<file path="src/rtl/dqpsk_pkg.sv">
// Shared types and constants for the DQPSK transmit path.
package dqpsk_pkg;
    typedef enum logic [2:0] {IDLE, PRE, SYNC, LEN, PAY, TAIL} tx_state_t;

    localparam logic [15:0] DEF_SYNC_WORD = 16'hD391;
    // Alternating preamble word; MSB is the first preamble bit, so it starts with 1
    localparam logic [15:0] PRE_PATTERN   = 16'hAAAA;
    localparam int          CNT_W         = 16;
endpackage

</file>
<file path="src/rtl/piso_shift.sv">
// 16-bit parallel-load, MSB-first shift register; msb is the bit on the line.
module piso_shift (
    input  logic        clk,
    input  logic        rstn,
    input  logic        load,
    input  logic        shift,
    input  logic [15:0] din,
    output logic        msb
);
    logic [15:0] sr;

    always_ff @(posedge clk or negedge rstn) begin
        if (!rstn)      sr <= '0;
        else if (load)  sr <= din;
        else if (shift) sr <= {sr[14:0], 1'b0};
    end

    assign msb = sr[15];
endmodule

</file>
<file path="src/rtl/dqpsk_tx_frame_ctrl.sv">
// Frame scheduler: preamble, sync, length, payload, tail, one bit per clk
// into the serial-to-parallel I/Q splitter.
module dqpsk_tx_frame_ctrl
    import dqpsk_pkg::*;
#(
    parameter int          PREAMBLE_BITS = 32,
    parameter logic [15:0] SYNC_WORD     = DEF_SYNC_WORD,
    parameter int          TAIL_BITS     = 4
) (
    input  logic       clk,
    input  logic       rstn,
    input  logic       start,
    input  logic [7:0] len,
    input  logic [7:0] byte_data,
    input  logic       byte_valid,
    output logic       byte_ready,
    output logic       ser_data,
    output logic       ser_en,
    output logic       busy,
    output logic       sof,
    output logic       done,
    output logic       err_underrun
);
    localparam logic [CNT_W-1:0] PRE_LAST  = CNT_W'(PREAMBLE_BITS - 1);
    localparam logic [CNT_W-1:0] TAIL_LAST = CNT_W'(TAIL_BITS - 1);

    tx_state_t        st;
    logic [CNT_W-1:0] cnt;
    logic [7:0]       byte_cnt;
    logic [7:0]       len_q;
    logic             field_last;
    logic             more_bytes;
    logic             xfer;
    logic             underrun;
    logic             sh_load;
    logic             sh_shift;
    logic [15:0]      sh_din;

    always_comb begin
        field_last = 1'b0;
        case (st)
            PRE:      field_last = (cnt == PRE_LAST);
            SYNC:     field_last = (cnt == CNT_W'(15));
            LEN, PAY: field_last = (cnt == CNT_W'(7));
            TAIL:     field_last = (cnt == TAIL_LAST);
            default:  field_last = 1'b0;
        endcase
    end

    // A new byte is wanted at the end of LEN and of every payload byte but the last
    assign more_bytes = (st == LEN) ? (len_q != 8'd0) : (byte_cnt != len_q - 8'd1);
    assign byte_ready = field_last && (st == LEN || st == PAY) && more_bytes;
    assign xfer       = byte_ready & byte_valid;
    assign underrun   = byte_ready & ~byte_valid;

    always_comb begin
        sh_load  = 1'b0;
        sh_shift = 1'b0;
        sh_din   = '0;
        case (st)
            IDLE: if (start) begin
                sh_load = 1'b1;
                sh_din  = PRE_PATTERN;
            end
            PRE: begin
                if (field_last) begin
                    sh_load = 1'b1;
                    sh_din  = SYNC_WORD;
                end else if (cnt[3:0] == 4'hF) begin
                    // refill every 16 bits so preambles longer than one word keep alternating
                    sh_load = 1'b1;
                    sh_din  = PRE_PATTERN;
                end else begin
                    sh_shift = 1'b1;
                end
            end
            SYNC: begin
                if (field_last) begin
                    sh_load = 1'b1;
                    sh_din  = {len_q, 8'h00};
                end else begin
                    sh_shift = 1'b1;
                end
            end
            LEN, PAY: begin
                if (field_last) begin
                    sh_load = 1'b1;
                    sh_din  = xfer ? {byte_data, 8'h00} : 16'h0000;
                end else begin
                    sh_shift = 1'b1;
                end
            end
            default: sh_shift = 1'b1;
        endcase
    end

    piso_shift u_shift (
        .clk   (clk),
        .rstn  (rstn),
        .load  (sh_load),
        .shift (sh_shift),
        .din   (sh_din),
        .msb   (ser_data)
    );

    always_ff @(posedge clk or negedge rstn) begin
        if (!rstn) begin
            st           <= IDLE;
            cnt          <= '0;
            byte_cnt     <= '0;
            len_q        <= '0;
            ser_en       <= 1'b0;
            busy         <= 1'b0;
            sof          <= 1'b0;
            done         <= 1'b0;
            err_underrun <= 1'b0;
        end else begin
            sof          <= 1'b0;
            done         <= 1'b0;
            err_underrun <= 1'b0;
            if (st != IDLE) cnt <= field_last ? '0 : cnt + 1'b1;
            case (st)
                IDLE: if (start) begin
                    st       <= PRE;
                    cnt      <= '0;
                    byte_cnt <= '0;
                    len_q    <= len;
                    ser_en   <= 1'b1;
                    busy     <= 1'b1;
                end
                PRE:  if (field_last) st <= SYNC;
                SYNC: if (field_last) st <= LEN;
                LEN, PAY: if (field_last) begin
                    if (xfer) begin
                        st       <= PAY;
                        sof      <= (st == LEN);
                        byte_cnt <= (st == PAY) ? byte_cnt + 8'd1 : 8'd0;
                    end else begin
                        st           <= TAIL;
                        err_underrun <= underrun;
                    end
                end
                TAIL: if (field_last) begin
                    st     <= IDLE;
                    ser_en <= 1'b0;
                    busy   <= 1'b0;
                    done   <= 1'b1;
                end
                default: st <= IDLE;
            endcase
        end
    end
endmodule

</file>
<file path="config.mk">
export PLATFORM = sky130hd
export DESIGN_NAME = dqpsk_tx_frame_ctrl
export DESIGN_NICKNAME = d
export VERILOG_FILES = /design/src/rtl/dqpsk_pkg.sv /design/src/rtl/piso_shift.sv /design/src/rtl/dqpsk_tx_frame_ctrl.sv
export SDC_FILE = /design/constraint.sdc
export NUM_CORES = 1
export LEC_CHECK = 0
export BUFFER_PORTS_ARGS = -buffer_cell sky130_fd_sc_hd__buf_2
export CELL_PAD_IN_SITES_DETAIL_PLACEMENT = 1
export CELL_PAD_IN_SITES_GLOBAL_PLACEMENT = 1
export CORE_AREA = 10 10 92 94
export DETAILED_ROUTE_END_ITERATION = 6
export DIE_AREA = 0 0 102 104
export PLACE_DENSITY = 0.85
export RECOVER_POWER = 25
export SYNTH_ARGS = -nofsm -noshare
export SYNTH_HDL_FRONTEND = slang
export SYNTH_HIERARCHICAL = 1
export SYNTH_SLANG_ARGS = --single-unit
</file>
<file path="constraint.sdc">
create_clock -name clk -period 4.8 [get_ports clk]
set_input_delay 0.48 -clock clk [delete_from_list [all_inputs] [get_ports clk]]
set_output_delay 0.48 -clock clk [all_outputs]
set_load 0.02 [all_outputs]
</file>
==> summary.txt <==
Synth
  • Post-synthesis area per instance: 9.034 sq um
  • Register area share after synthesis: 0.4197
  • FFs w/ async S/R, synth: 1.000
  • Xor/xnor share of the synthesized area: 0.06143
  • Top FF cell, synth: dfrtp_1
  • Yosys cell types: 54
  • Gate count of the mapped netlist: 363
  • Post-synthesis compound-gate area fraction: 0.1484
  • Synth Area in Simple Gates: 0.2228
  • Adder-cell share of the synthesized area: 0.01145
  • Ys Warns: 6
  • Cell area after synthesis: 0.003279 sq mm
  • Number of synthesized flops with an enable pin: 0
  • Largest family of logic cells by synthesized area: simple AND/OR/NAND/NOR gates
  • Post-synthesis mux area share: 0.07516
  • Synth Register Bits: 55

Setup path
  • Worst path arrival time: 3.55 ns
  • Worst R2R End: byte_cnt[1]
  • CP startpoint kind: flip-flop
  • Critical Path Sink Type: flip-flop
  • Setup CP Type: flip-flop to flip-flop
  • Worst R2R Path Depth: 6
  • Reg2Reg Launch Point: st[0]
  • Reg2Reg Setup Slack: 1.50 ns
  • Critical Path RT: 5.05 ns
  • CP Max Fanout: 19

Cells and area
  • Fillers: 821
  • Area growth, synth to finish: 6.028%
  • Antenna diode count: 0
  • Layout cell share with drive strength beyond 1: 0.1214
  • Register area: 0.001376 sq mm
  • Area used by multi-input combinational logic: 0.001714 sq mm
  • Fin nets: 401

Detailed routing
  • DR WL/cell: 18.29 microns
  • Vias/cell: 5.926
  • DR vias: 2720
  • Total Wirelength: 8393 microns
  • Antenna Violating Nets Remaining: 0
  • Residual DRC count: 0
  • Drt pass-1 iters: 5
  • DRT iter0 DRCs: 120

Floorplan
  • # rows: 30
  • Total core area: 0.006681 sq mm
  • I/O pin total: 27
  • Initial core utilization: 0.4908
  • Total die area: 0.01061 sq mm
  • Die width: 102 microns
  • Die Y: 104 microns

Clock tree
  • CTS H-tree depth: 2
  • Hold_buf cts: 0
  • Clock sinks: 55
  • CTS tree: yes
  • Root Driver: clkbuf_8
  • CTS resizes: 0
  • Max clock buf depth: 2
  • CTS buffer count: 5
  • Setup Fix Bufs, Post-CTS: 0
  • Clk Latency, worst-skew pair: 0.32 ns
  • Worst-path clk slew: 0.11 ns

GRT
  • Largest net degree at the start of global routing: 56
  • Total GRT Usage: 0.1641
  • GRT busiest layer: met2
  • Initial antenna violation count: 0
  • Met1 GRT Util: 0.2095
  • Met2 Track Usage GR: 0.2712
  • Met3 Track Usage GR: 0.03189
  • Vias in the first global route: 2895
  • Grt ovf: 0
  • First-pass GRT wire length: 14320 microns

Pwr
  • Clock Power Share: 0.151
  • NetSw: 772.4 uW
  • Final Power: 1.773 mW
  • Sequential share of power: 0.466
  • Leak Pwr: 1.648 nW
  • Comb power frac: 0.382
  • Internal: 1.000 mW
  • Switching share of power: 0.4358
  • Cell area power density: 509.8 mW/mm^2
  • Maximum vdd drop: 0.0002329 V

Place
  • Post-DP HPWL: 6053 microns
  • Buffers on Ports: 26
  • Routability Congestion: 0.7838
  • Pre-CTS setup slack: 1.519 ns

Worst hold path
  • Hold WC Path Type: primary input to flip-flop
  • Hold path startpoint: byte_valid
  • WHS Path Cells: 2
  • Hold Path End: err_underrun

Timing
  • Final setup vio count: 0
  • Max transition margin: -0.9598
  • Final Critical Period: 3.304 ns
  • RSZ-0062 raised after global routing: false
  • Worst-margin pin slew: 2.940 ns
  • Setup_tns: 0 ns
  • Final Hold Fails: 0
  • Final period utilization: 0.6882
  • Final worst slack: 1.496 ns
  • FMAX: 302.7 MHz
  • Clk_skew: 0.007264 ns
  • Hold Slack: 0.3700 ns
  • Final Max Tran Viols: 56

Outcome
  • Outcome: finished with violations
  • Failing checks: capacitance limit, slew limit

Flow run
  • Max-cap viol count: 1
-- cells by family (layout without fill, tap and decap cells) --
| family | after synthesis | after routing |
|---|---|---|
| AO/OA/AOI/OAI | 72 | 72 |
| XOR/XNOR | 23 | 23 |
| adder cells (fa/ha/maj) | 3 | 3 |
| buffers and inverters | 37 | 52 |
| flip-flops | 55 | 55 |
| multiplexers | 24 | 24 |
| other | 1 | 2 |
| AND/OR/NAND/NOR | 148 | 148 |
-- synthesized netlist by cell type, types with 2 or more instances --
cell type,n,area (sq um)
a32oi_1,2,17.52
and3_1,7,43.79
ha_1,3,37.54
and2_1,2,12.51
nor3b_1,2,15.01
a21oi_1,10,50.05
dfrtp_1,55,1376
nor4_1,3,18.77
nand3b_1,2,15.01
nand3_1,23,115.1
a21o_1,2,15.01
o211ai_1,6,45.04
o21ai_1,9,45.04
or3_1,5,31.28
xor2_1,12,105.1
buf_4,2,15.01
inv_1,17,63.81
mux2i_1,19,190.2
o21bai_1,2,15.01
o31ai_1,2,15.01
nand4_1,6,37.54
nor2b_1,4,25.02
or2_2,2,12.51
nor3_1,7,35.03
nand2b_1,2,12.51
or4_1,3,22.52
clkbuf_1,10,37.54
a221o_1,3,30.03
xnor2_1,11,96.34
buf_2,3,15.01
o21ai_0,20,100.1
buf_6,4,45.04
nor2_1,30,112.6
mux2_2,5,56.30
nand2_1,45,168.9
a31oi_1,4,25.02
o22ai_1,2,12.51
-- state kept, by name, summed over array words and instances (netlist names) --
| name | cells |
|---|---|
| len_q | 8 |
| busy | 1 |
| st | 3 |
| cnt | 16 |
| byte_cnt | 8 |
| done | 1 |
| sof | 1 |
| u_shift/sr | 16 |
| err_underrun | 1 |
-- placed cells by master (no fill, tap or decap), types with 4 or more instances in the layout --
cell type	n
mux2i_1	19
o21ai_1	9
xor2_1	12
nand3_1	23
nor2b_1	4
nor3_1	7
inv_1	17
nor2_1	30
a31oi_1	4
a21oi_1	9
mux2_2	5
o21ai_0	20
or3_1	5
nand4_1	6
buf_2	26
clkbuf_8	5
xnor2_1	11
o211ai_1	6
dfrtp_1	55
and3_1	7
nand2_1	45
-- routing by layer --
layer | routed length, microns | part of all wire
met1 | 3737 | 0.45
met2 | 4222 | 0.50
met3 | 320 | 0.038
met4 | 112 | 0.013
met5 | 0 | 0
-- worst max-delay path, stage by stage, from the launching register on --
cell and delay, ns:
dfrtp_1 0.69, nor3b_1 0.39, nand3_1 0.18, a311o_1 0.55
a311oi_4 0.88, o211a_4 0.35, mux2i_1 0.19
-- power groups by stage --
stage | Clock, mW | Sequential, mW | Combinational (mW)
CTS | 0.276 | 0.821 | 0.681
detailed placement | 0 | 0.830 | 0.676
floorplan | 0 | 0.716 | 0.604
finish | 0.268 | 0.827 | 0.678
global placement | 0 | 0.817 | 0.631
global route | 0.295 | 0.853 | 0.762
-- final cells by class --
type                    count  area share
inverters                  17     0.01835
multi-input cells         272      0.4930
flip-flops and latches     55      0.3958
clock inverters             2    0.004678
clock buffers               6     0.02087
well taps                  80     0.02879
repair buffers             27     0.03850
-- worst max path at each step --
stage	start	endpoint	slack, ns	cells after the start
6_report	st[0]	byte_cnt[1]	1.50	6
5_1_grt	st[2]	u_shift/sr[3]	1.22	7
4_1_cts	st[2]	u_shift/sr[3]	1.50	7
3_5_place_dp	st[2]	byte_cnt[1]	1.52	6
3_3_place_gp	st[2]	byte_cnt[1]	1.62	6
2_1_floorplan	st[2]	byte_ready	2.29	6
-- per-stage QoR --
stage	utilization	area (sq um)	std cells
4_1_cts	0.5210	3481	459
5_1_grt	0.5204	3477	459
3_3_place_gp	0.5077	3392	451
3_5_place_dp	0.5077	3392	451
2_1_floorplan	-	3283	364
6_report	0.5204	3477	459
No activity file was read; power rests on OpenSTA's default activity.
